File: src/rtl/wb_regfile.sv
// Writeback-stage register file: result select, 32x32 GPR array, decode read ports,
// debug port and retired-write counter. Define WB_REGFILE_BYPASS_EN for same-cycle W->D bypass.
module wb_regfile #(
   parameter int unsigned DW = 32,
   parameter int unsigned AW = 5
) (
   input  logic          clk,
   input  logic          rst_n,
   input  logic          RFWEW,
   input  logic          MtoRFSelW,
   input  logic [DW-1:0] ALUOutW,
   input  logic [DW-1:0] DMOutW,
   input  logic [AW-1:0] rtdW,
   input  logic [AW-1:0] rsD,
   input  logic [AW-1:0] rtD,
   output logic [DW-1:0] RFRD1,
   output logic [DW-1:0] RFRD2,
   output logic [DW-1:0] ResultW,
   input  logic [AW-1:0] dbgAddr,
   output logic [DW-1:0] dbgData,
   output logic [31:0]   RetireCnt
);

   localparam int unsigned NREG = 1 << AW;
   localparam int unsigned CW   = 32;

   logic [DW-1:0] r_regs [NREG];
   logic [CW-1:0] r_retire_cnt;

   logic          w_commit;
   logic          w_byp1;
   logic          w_byp2;
   logic [DW-1:0] w_arr1;
   logic [DW-1:0] w_arr2;

   assign ResultW  = MtoRFSelW ? DMOutW : ALUOutW;
   assign w_commit = RFWEW && (rtdW != '0);

   // Register 0 is never written; reads of it are forced to zero as well.
   always_ff @(posedge clk or negedge rst_n) begin
      if (!rst_n) begin
         for (int unsigned i = 0; i < NREG; i++) begin
            r_regs[i] <= '0;
         end
      end else if (w_commit) begin
         r_regs[rtdW] <= ResultW;
      end
   end

   always_ff @(posedge clk or negedge rst_n) begin
      if (!rst_n) begin
         r_retire_cnt <= '0;
      end else if (w_commit) begin
         r_retire_cnt <= r_retire_cnt + CW'(1);
      end
   end

   assign w_arr1  = (rsD == '0)     ? '0 : r_regs[rsD];
   assign w_arr2  = (rtD == '0)     ? '0 : r_regs[rtD];
   assign dbgData = (dbgAddr == '0) ? '0 : r_regs[dbgAddr];

`ifdef WB_REGFILE_BYPASS_EN
   // Suppressed during reset so the decode ports still read zero.
   assign w_byp1 = rst_n && w_commit && (rsD == rtdW);
   assign w_byp2 = rst_n && w_commit && (rtD == rtdW);
`else
   assign w_byp1 = 1'b0;
   assign w_byp2 = 1'b0;
`endif

   assign RFRD1     = w_byp1 ? ResultW : w_arr1;
   assign RFRD2     = w_byp2 ? ResultW : w_arr2;
   assign RetireCnt = r_retire_cnt;

endmodule
File: config.mk
export PLATFORM = sky130hd
export DESIGN_NAME = wb_regfile
export DESIGN_NICKNAME = d
export VERILOG_FILES = /design/src/rtl/wb_regfile.sv
export SDC_FILE = /design/constraint.sdc
export NUM_CORES = 2
export LEC_CHECK = 0
export BUFFER_PORTS_ARGS = -buffer_cell sky130_fd_sc_hd__clkbuf_2
export CAP_MARGIN = 20
export CORE_ASPECT_RATIO = 0.8
export CORE_MARGIN = 5
export CORE_UTILIZATION = 35
export DETAILED_ROUTE_END_ITERATION = 8
export SLEW_MARGIN = 20
export SYNTH_ARGS = -nofsm -noshare
export SYNTH_HDL_FRONTEND = slang
export SYNTH_SLANG_ARGS = --single-unit
File: constraint.sdc
create_clock -name clk -period 1.7 [get_ports clk]
set_clock_uncertainty 0.05 [all_clocks]
set_input_delay 0.17 -clock clk [delete_from_list [all_inputs] [get_ports clk]]
set_output_delay 0.17 -clock clk [all_outputs]
set_load 0.005 [all_outputs]
* Word level (Yosys, flattened, before mapping) *
Cells that the tools add are included.

cells by class
  multiplexer cells = 16
  $lt $le $gt $ge = 5
  reduce and logical (&&, ||, !) cells = 6
  bitwise logic cells = 4
  add/subtract/negate cells = 1

operator list
  cell                     number
  $bwmux W1024             1
  $bmux W32 S5             3
  $mux W32                 11
  $demux W32 S5            1
  $add A32 B1 Y32 const B  1
  $ge A6 B6 Y1 const B     4
  $not A5 Y6               4
  $logic_not A5 Y1         3
  $lt A6 B1 Y1 const B     1
  $reduce_bool A5 Y1       1
  $logic_and A1 B1 Y1      2

word-level totals
  input port bits = 88
  output and inout port bits = 160
  bits in registers = 1056
  logic and storage cells = 65

* Longest topological paths before layout *
  depth in word-level cells = 6
  mapped depth = 9
  depth with buffers taken out = 6

* Least setup slack after synthesis *
Ideal clock, no wire load.

  kind = input to output
  start point = in dbgAddr[1]
  end point = out dbgData[26]
  required time = 1.480 ns
  setup slack = -0.174 ns
  stages on the path = 7
  buffers on the path = 4
  arrival = 1.654 ns
  cells stage by stage = buf_4 -> buf_6 -> buf_6 -> buf_6 -> mux4_2 -> a221oi_1 -> a21oi_1

between the ends
  cells in the longest elaborated chain, start to end = 5
  elaborated cells on any way between the ends = 6
  those cells by class = mux: 4; bitwise: 1; reduce/logical: 1

ends and longest elaborated chain
  what                                          line  RTL
  start: declaration                            19    input logic [AW-1:0] dbgAddr,
  $not A5 Y6 (not written as such)              60    assign dbgData = (dbgAddr == '0) ? '0 : r_regs[dbgAddr];
  $bmux W32 S5                                  60
  $mux W32 (not written as such) (2 in series)  60
  $mux W32 *                                    60
  end: declaration                              20    output logic [DW-1:0] dbgData,

Mark *: on every way between the ends. The rest lies on a longest branch, timed or not. The select of a mux whose other input is x is not followed.

* Final worst setup path *
  start point = reg r_regs[263] in the netlist's numbering
  end point = out RFRD1[7]

between the ends
  cells in the longest elaborated chain, start to end = 4

ends and longest elaborated chain
  what                                          line  RTL
  start: declaration                            27    logic [DW-1:0] r_regs [NREG];
  start signal: indexed assignment              46    r_regs[rtdW] <= ResultW;
  $bmux W32 S5                                  58    assign w_arr1 = (rsD == '0) ? '0 : r_regs[rsD];
  $mux W32 (not written as such) (2 in series)  58
  $mux W32                                      58
  end: declaration                              16    output logic [DW-1:0] RFRD1,

No other way between the ends. The select of a mux whose other input is x is not followed.

==> impl_metrics.yaml <==
floorplanning:
  die_y_um: 390
  num_rows: 139
  dieArea_um2: 189000
  core-area_um2: 179000
  start_util: 0.352
  dieWidth_um: 485
  ios: 248
placed_design:
  pre_cts_slack_ns: -1.20
  hpwl_mm: 198
  io_buffers: 247
  routabilityCongestion: 0.945
  numPlacedInstances: 9193
worst_setup_path:
  ff2ff_setup_slack_ns: 0.03
  cp-start-kind: "register"
  r2r_end: "RetireCnt[26]"
  path_class: "register to output pin"
  crit_arrival_ns: 2.78
  end_kind: "output pin"
  crit-reg2reg-launch: "RetireCnt[1]"
  reg2reg_depth: 7
  cp_max_fo: 2
  cp_data_required_time_ns: 1.48
  critPathLaunch: "r_regs[263]"
logic_synthesis:
  netlist-cell-type-count: 54
  synth-main-ff-cell: "dfrtp_1"
  netlist_area_um2: 63100
  ys_ff_latch: 1056
  ys_seq_area_frac: 0.419
  synth_edf_count: 0
  synthCells: 5728
  yosysWarnings: 0
  async_flop_share: 1.00
  postSynthNetCount: 5817
  avgSynthCellArea_um2: 11.0
route:
  wl_per_cell_um: 30.2
  via_count: 58781
  routed_wl_mm: 287
  drt_first_pass_iters: 8
  drc: 0
  dr.first_iter.drc_count: 8087
  ant_nets: 0
  viasPerCell: 6.18
global_routing:
  grtUsageTotal: 0.296
  grt_first_pass_wirelength_mm: 412
  grt_max_degree: 107
  grt_overflow_total: 0
  grt_pass1_vias: 58104
  antenna_found_initial: 11
finish:
  layout_commonest_cell: "buf_4"
  multi_input_area_um2: 37500
  nNetsFinal: 7100
  fin_cells: 9508
  nFillCells: 15583
  final_cell_mix: "buf_4 (1186), dfrtp_1 (1056), mux4_2 (618)"
  fin_util: 0.487
  layout-drive-gt1-share: 0.455
  register_area_um2: 26400
  areaGrowthSynthToFinish_pct: 38.6
timing:
  hold_ws_ns: 0.00640
  report.final.hold_viol_count: 0
  period_needed_ns: 3.00
  finalCritPeriodShare: 1.77
  max_freq_ghz: 0.333
  slew_headroom: 0.409
  setup_viol: 96
  tightest_slew_ns: 0.886
  rsz0062_at_grt: "yes"
  finalWorstSetupSlack_ns: -1.30
  maxSlewViolCount: 0
power_and_ir_drop:
  powerDensity_nw_per_um2: 1100
  vdd_drop_max_mv: 1.13
  fin_total_pwr_mw: 96.3
  leakage_nw: 37.6
status:
  failed_checks: "negative setup slack"
  status: "complete, but fails checks"
cts:
  cts-root-buf: "clkbuf_16"
  cts_made_buffers: 116
  cts_tree: "yes"
  cts.path.max_buffers: 3
  htreeDepth: 3
  cts_num_sinks: 1056
  cts.reportedPaths.clkPinSlew_ns: 0.06
  clkLatencyLatePin_ns: 0.79
min_path:
  hp-class: "input pin to register"
  hold_depth: 5
  whs_endpoint: "r_regs[271]"
  min_from: "DMOutW[15]"
job:
  maxCapViolCount: 0
-- through the flow --
| stage | TNS, ns | instance area [µm²] |
|---|---|---|
| 2_1_floorplan | -4.46 | 63600 |
| 3_3_place_gp | -78.49 | 78900 |
| 3_5_place_dp | -79.65 | 78900 |
| 4_1_cts | -136.36 | 86600 |
| 5_1_grt | -104.50 | 87400 |
| 6_report | -99.01 | 87400 |
-- worst max-delay path, cell delays in order (launching register included) --
cell and delay (ns):
dfrtp_1 0.37, mux4_2 0.26, mux2i_2 0.09, nor2_2 0.15
a221oi_4 0.07, a2111oi_4 0.79, buf_2 0.25
-- sequential cells by signal, summed over array words and instances (netlist names) --
register / flops
RetireCnt: 32
r_regs: 1024
-- where the power goes --
part           total, mW  switching (mW)  leakage (nW)  internal, mW
combinational       34.7            15.8          22.4          18.8
sequential          35.0            4.62          13.2          30.4
clock               26.6            11.4          1.94          15.3
total               96.3            31.8          37.6          64.5
-- worst max-delay path by stage --
stage               slack (ns)  cells past startpoint       endpoint
detailed placement       -1.20                      9       RFRD1[2]
CTS                      -1.26                      6       RFRD1[9]
floorplan                -0.07                      6  RetireCnt[24]
global placement         -1.21                      9       RFRD1[2]
global route             -1.42                      6       RFRD1[9]
finish                   -1.30                      6       RFRD1[7]
-- per-layer routing --
metal,GRT usage,vias to the layer above,wire (µm)
li1,-,23910,-
met2,0.425,4359,121000
met1,0.396,29599,109000
met4,0.157,4,18200
met5,0,-,28
met3,0.100,909,39200
-- logic make-up after synthesis --
logic type               after synthesis  synth area share
multiplexers                        1081             0.298
AND/OR/NAND/NOR                     1406            0.0928
AO/OA/AOI/OAI                       1486             0.135
XOR/XNOR                              31           0.00431
flip-flops                          1056             0.419
buffers and inverters                667            0.0504
adder cells (fa/ha/maj)                1          0.000198
-- cells in the mapped netlist (all sizes together) (9+ instances only) --
library cell / number / area share
mux2: 217 / 0.039
nand3: 12 / 0.00095
a221oi: 46 / 0.0066
nor2: 596 / 0.036
a21oi: 587 / 0.047
dfrtp: 1056 / 0.42
o21ai: 525 / 0.042
mux2i: 246 / 0.039
o22ai: 69 / 0.0068
nand2b: 16 / 0.0016
nand2: 567 / 0.034
a22o: 9 / 0.0012
a2111oi: 23 / 0.0038
nor2b: 86 / 0.0085
nand4: 11 / 0.0011
a211oi: 110 / 0.013
buf: 221 / 0.024
nor4: 11 / 0.0018
nor3: 83 / 0.0067
o221ai: 51 / 0.0071
xor2: 12 / 0.0017
mux4: 618 / 0.22
a22oi: 64 / 0.0076
xnor2: 19 / 0.0026
inv: 37 / 0.0022
clkbuf: 408 / 0.024
-- area by class of cell --
cell class / instances / share of cell area
tap: 2397 / 0.0343
timing repair buffer: 1794 / 0.188
sequential: 1056 / 0.302
inverter: 38 / 0.00163
clock inverter: 32 / 0.00488
clock buffer: 177 / 0.0403
multi-input combinational: 4005 / 0.429
antenna: 9 / 0.000258
-- repair_timing --
action / 4_1_cts / 5_1_grt
resized for setup: 536 / 146
cloned: 0 / 2
pin swaps: 169 / 78
setup buffers: 66 / 32
endpoints found under the setup margin: 100 / 238
hold buffers: 68 / 4
endpoints found under the hold margin: 1966 / 77
Note: power is estimated with default switching activity, not from simulation.
